==> config.mk <==
export PLATFORM = sky130hd
export DESIGN_NAME = led_pwm_bank
export DESIGN_NICKNAME = d
export VERILOG_FILES = /design/src/rtl/led_pwm_bank.sv
export SDC_FILE = /design/constraint.sdc
export NUM_CORES = 1
export LEC_CHECK = 0
export CAP_MARGIN = 5
export CORE_MARGIN = 8
export CORE_UTILIZATION = 55
export CTS_CLUSTER_DIAMETER = 50
export DETAILED_ROUTE_END_ITERATION = 10
export HOLD_SLACK_MARGIN = 0.1
export PLACE_DENSITY = 0.74
export SYNTH_ARGS = -nofsm -noshare
export SYNTH_HDL_FRONTEND = slang
export SYNTH_SLANG_ARGS = --single-unit
==> constraint.sdc <==
create_clock -name sysclk -period 5.85 [get_ports sysclk]
set_clock_uncertainty 0.15 [all_clocks]
set_input_delay 1.17 -clock sysclk [delete_from_list [all_inputs] [get_ports sysclk]]
set_output_delay 1.17 -clock sysclk [all_outputs]
set_load 0.05 [all_outputs]
==> src/rtl/led_pwm_bank.sv <==
// led_pwm_bank: bank of NUM_LEDS PWM channels sharing one prescaler and one
// period counter. Each channel has a host-written pending duty and an active
// duty. Pending is copied to active only at period boundaries, so a duty
// change never cuts or stretches a pulse part-way through a period.
module led_pwm_bank #(
    parameter int NUM_LEDS = 8,
    parameter int DUTY_W   = 7,
    parameter int ADDR_W   = 4,
    parameter int PRESCALE = 64
) (
    input  logic                sysclk,
    input  logic                rst_n,
    input  logic                i_wr_en,
    input  logic [ADDR_W-1:0]   i_wr_addr,
    input  logic [DUTY_W-1:0]   i_wr_duty,
    input  logic [ADDR_W-1:0]   i_rd_addr,
    output logic [DUTY_W-1:0]   o_rd_duty,
    output logic                o_wr_err,
    output logic                o_period_start,
    output logic [NUM_LEDS-1:0] o_pwm
);

    // The prescaler needs at least one bit, even when PRESCALE is 1.
    localparam int PS_W = (PRESCALE > 1) ? $clog2(PRESCALE) : 1;
    localparam logic [PS_W-1:0]   PS_LAST  = PS_W'(PRESCALE - 1);
    // Period counter runs 0 .. 2^DUTY_W-2, so duty 2^DUTY_W-1 is always on.
    localparam logic [DUTY_W-1:0] CNT_LAST = {{(DUTY_W-1){1'b1}}, 1'b0};

    logic [PS_W-1:0]     presc_p0;
    logic                tick_p0;
    logic [DUTY_W-1:0]   pwm_cnt_p0;
    logic                wrap_p0;

    logic [DUTY_W-1:0]   pending [NUM_LEDS];
    logic [DUTY_W-1:0]   active  [NUM_LEDS];

    logic [NUM_LEDS-1:0] wr_sel;
    logic                wr_hit;
    logic [DUTY_W-1:0]   rd_val;

    // ---- stage p0: timebase (prescaler tick and period counter) ----
    assign tick_p0 = (presc_p0 == PS_LAST);
    assign wrap_p0 = tick_p0 && (pwm_cnt_p0 == CNT_LAST);

    // Prescaler: counts sysclk cycles per PWM tick and wraps on the tick.
    always_ff @(posedge sysclk or negedge rst_n) begin
        if (!rst_n) begin
            presc_p0 <= '0;
        end else if (tick_p0) begin
            presc_p0 <= '0;
        end else begin
            presc_p0 <= presc_p0 + 1'b1;
        end
    end

    // Period counter: advances once per tick and wraps at the period end.
    always_ff @(posedge sysclk or negedge rst_n) begin
        if (!rst_n) begin
            pwm_cnt_p0 <= '0;
        end else if (tick_p0) begin
            if (wrap_p0) begin
                pwm_cnt_p0 <= '0;
            end else begin
                pwm_cnt_p0 <= pwm_cnt_p0 + 1'b1;
            end
        end
    end

    // Address decode for writes and readback; out-of-range addresses match
    // no channel, which flags the write error and reads back as zero.
    always_comb begin
        wr_sel = '0;
        wr_hit = 1'b0;
        rd_val = '0;
        for (int i = 0; i < NUM_LEDS; i++) begin
            if (i_wr_addr == ADDR_W'(i)) begin
                wr_sel[i] = 1'b1;
                wr_hit    = 1'b1;
            end
            if (i_rd_addr == ADDR_W'(i)) begin
                rd_val = pending[i];
            end
        end
    end

    // Duty bank: host writes land in pending; active takes pending's
    // pre-write value at the boundary, so a write on the boundary edge
    // waits one more period.
    always_ff @(posedge sysclk or negedge rst_n) begin
        if (!rst_n) begin
            for (int i = 0; i < NUM_LEDS; i++) begin
                pending[i] <= '0;
                active[i]  <= '0;
            end
        end else begin
            for (int i = 0; i < NUM_LEDS; i++) begin
                if (i_wr_en && wr_sel[i]) begin
                    pending[i] <= i_wr_duty;
                end
                if (wrap_p0) begin
                    active[i] <= pending[i];
                end
            end
        end
    end

    // ---- stage p1: registered outputs ----
    // Compare, readback, error and boundary flags registered onto the pins.
    always_ff @(posedge sysclk or negedge rst_n) begin
        if (!rst_n) begin
            o_pwm          <= '0;
            o_rd_duty      <= '0;
            o_wr_err       <= 1'b0;
            o_period_start <= 1'b0;
        end else begin
            for (int i = 0; i < NUM_LEDS; i++) begin
                o_pwm[i] <= (pwm_cnt_p0 < active[i]);
            end
            o_rd_duty      <= rd_val;
            o_wr_err       <= i_wr_en && !wr_hit;
            o_period_start <= wrap_p0;
        end
    end

endmodule
==> results.yml <==
outcome:
  outcome: "finished, final reports clean"
floorplanning:
  fp.dieW_um: 129.8
  ioPinCount: 35
  fp-row-count: 41
  die_area_um2: 16840
  core_um2: 12620
  initial_core_util: 0.5642
  die_h_um: 129.8
run:
  drv_cap: 0
setup_path:
  critPathArrivalTime_ns: 3.56
  worstSetupStartpointType: "flop"
  crit_path_end_kind: "flop"
  crit_type: "reg2reg"
  path_max_fanout: 31
  r2r_slack_ns: 2.44
  worst_ep_required_time_ns: 6.00
pwr:
  total_power_uw: 2647
  p_per_area_nw_per_um2: 321.3
  power_leakage_uw: 0.003754
  irDropWorstVdd_v: 0.0002694
timing:
  tns_ns: 0
  slew_violations: 0
  fin_crit_sh: 0.5825
  setup_viol_count_final: 0
  hold_viol: 0
  max_slew_margin: 0.3087
  tightestPinTransition_ns: 1.034
  grt_setup_unrepaired: "false"
  fin_crit_ns: 3.407
  max_freq_ghz: 0.2935
place:
  place.gp.congestion: 0.8857
  portBuffers: 34
  dp_hpwl_um: 10660
global_route:
  antenna_found_initial: 0
  grt_pass1_wl_um: 25720
  grt_max_degree: 107
  grt_pass1_vias: 4717
  grt.overflow.total: 0
  grt_use_total: 0.2039
synthesis:
  synth_mux_area_frac: 0.2305
  synthSimpleGateAreaFrac: 0.06414
  synth_fa_ha_area_frac: 0.08962
  synthXorXnorAreaFrac: 0.003690
  synth-seq-area-share: 0.4990
  synth_area_per_cell_um2: 13.02
  netlist_instances: 547
  synth_compound_area_frac: 0.06624
  post_synth_num_cell_types: 44
  synth-edff-count: 0
  netlist_area_um2: 7121
  synth_top_family_by_area: "multiplexers"
  synthArstFlopShare: 1.000
  synth_fp_nets: 616
  ys_seq_elements: 142
  ys_warn_count: 0
  dominantRegCellSynth: "dfrtp_1"
detailed_routing:
  drt-total-wl_um: 15630
  wl_per_cell_um: 20.27
  firstDrtPassIters: 4
  via_per_inst: 5.722
  drc_errors: 0
  drtAntennaViolNets: 0
  drt_iter0_drc: 274
  vias: 4412
clock_tree:
  path_clk_slew_ns: 0.06
  root_buffer: "clkbuf_16"
  clock_path_buffers: 2
  h-tree-depth: 4
  cts.repair.resized: 0
  cts_buffers: 17
  post_cts_buffers: 0
  cts_tree: "done"
  clkSinkCount: 142
  clk-insertion-delay-late_ns: 0.42
  cts_hold_buf: 0
finish:
  layout_common_cells: "dfrtp_1, mux2_2, inv_1, ha_1, clkdlybuf4s50_1"
  layout.nets: 655
  drive_gt1_frac: 0.2738
  antenna_cells: 0
  syn_to_final_growth_pct: 15.69
  fillers: 940
  layout_commonest_cell: "dfrtp_1"
hold_path:
  hp-class: "reg2reg"
## synth_stat cells, drive strengths merged (5+ instances only)
cell type,instances,area [um2]
clkbuf,6,22.52
a211oi,7,52.55
nor3b,5,52.55
nor2,13,56.30
a21oi,15,75.07
nand3,13,90.08
inv,51,191.4
o211ai,6,45.04
a21boi,5,37.54
nor3,6,30.03
dfrtp,142,3553
o221ai,5,43.79
a2111oi,6,52.55
buf,11,118.9
nand2,12,45.04
mux2,117,1426
ha,51,638.1
mux2i,17,170.2
nand2b,9,56.30
o21ai,14,70.07
## metal layers
metal | wire length [um] | GRT usage | vias to the layer above
li1 | - | - | 2037
met1 | 6856 | 0.2609 | 2226
met5 | 0 | 0 | -
met2 | 7505 | 0.3222 | 122
met4 | 355 | 0.07923 | 0
met3 | 914 | 0.05794 | 27
## through the flow
stage	instance area [um2]	hold WS (ns)	util	worst slack [ns]	cells
2_1_floorplan	7121	0.3183	-	3.405	547
3_3_place_gp	7559	0.3336	0.5989	2.300	739
3_5_place_dp	7559	0.3460	0.5989	2.304	739
4_1_cts	8238	0.3597	0.6528	2.404	771
5_1_grt	8238	0.3610	0.6528	2.297	771
6_report	8238	0.3589	0.6528	2.443	771
## worst paths after layout
kind | start | to | depth (start not counted)
max | pwm_cnt_p0[3] | active[34] | 5
min | active[22] | active[22] | 1
max reg2reg | pwm_cnt_p0[3] | active[34] | 5
min reg2reg | active[22] | active[22] | 1
max in group asynchronous | rst_n | pending[33] | 2
min in group asynchronous | rst_n | active[33] | 1
## final cells by class
class                      count  area [um2]  share of cell area
inverter                      51       191.4             0.02324
multi-input combinational    337        3234              0.3926
tap                          172       215.2             0.02612
clock buffer                  20       466.7             0.05665
sequential                   142        3553              0.4313
clock inverter                12       212.7             0.02582
timing repair buffer          37       364.1             0.04420
## registers in the layout, indices dropped and copies added, names as in the netlist
name and flops:
active 56, o_period_start 1, presc_p0 6, pending 56, o_pwm 8, o_rd_duty 7, o_wr_err 1, pwm_cnt_p0 7
## power breakdown
part	leakage (uW)	internal (uW)	switching (uW)
Sequential	0.00187	1080	94.6
Combinational	0.00155	126	116
Clock	0.000336	829	401
Total	0.00375	2040	611
## kinds of logic after synthesis
kind of cell	Yosys count
adder cells (fa/ha/maj)	51
AO/OA/AOI/OAI	71
AND/OR/NAND/NOR	76
multiplexers	136
XOR/XNOR	3
buffers and inverters	68
flip-flops	142
## critical path, stage by stage, from the launching register on
cell and delay, ns:
dfrtp_1 0.76, and4_2 0.42, nand3_4 0.13, nor2_4 0.82, buf_4 0.57, mux2_2 0.39
No activity file was read; power rests on OpenSTA's default activity.
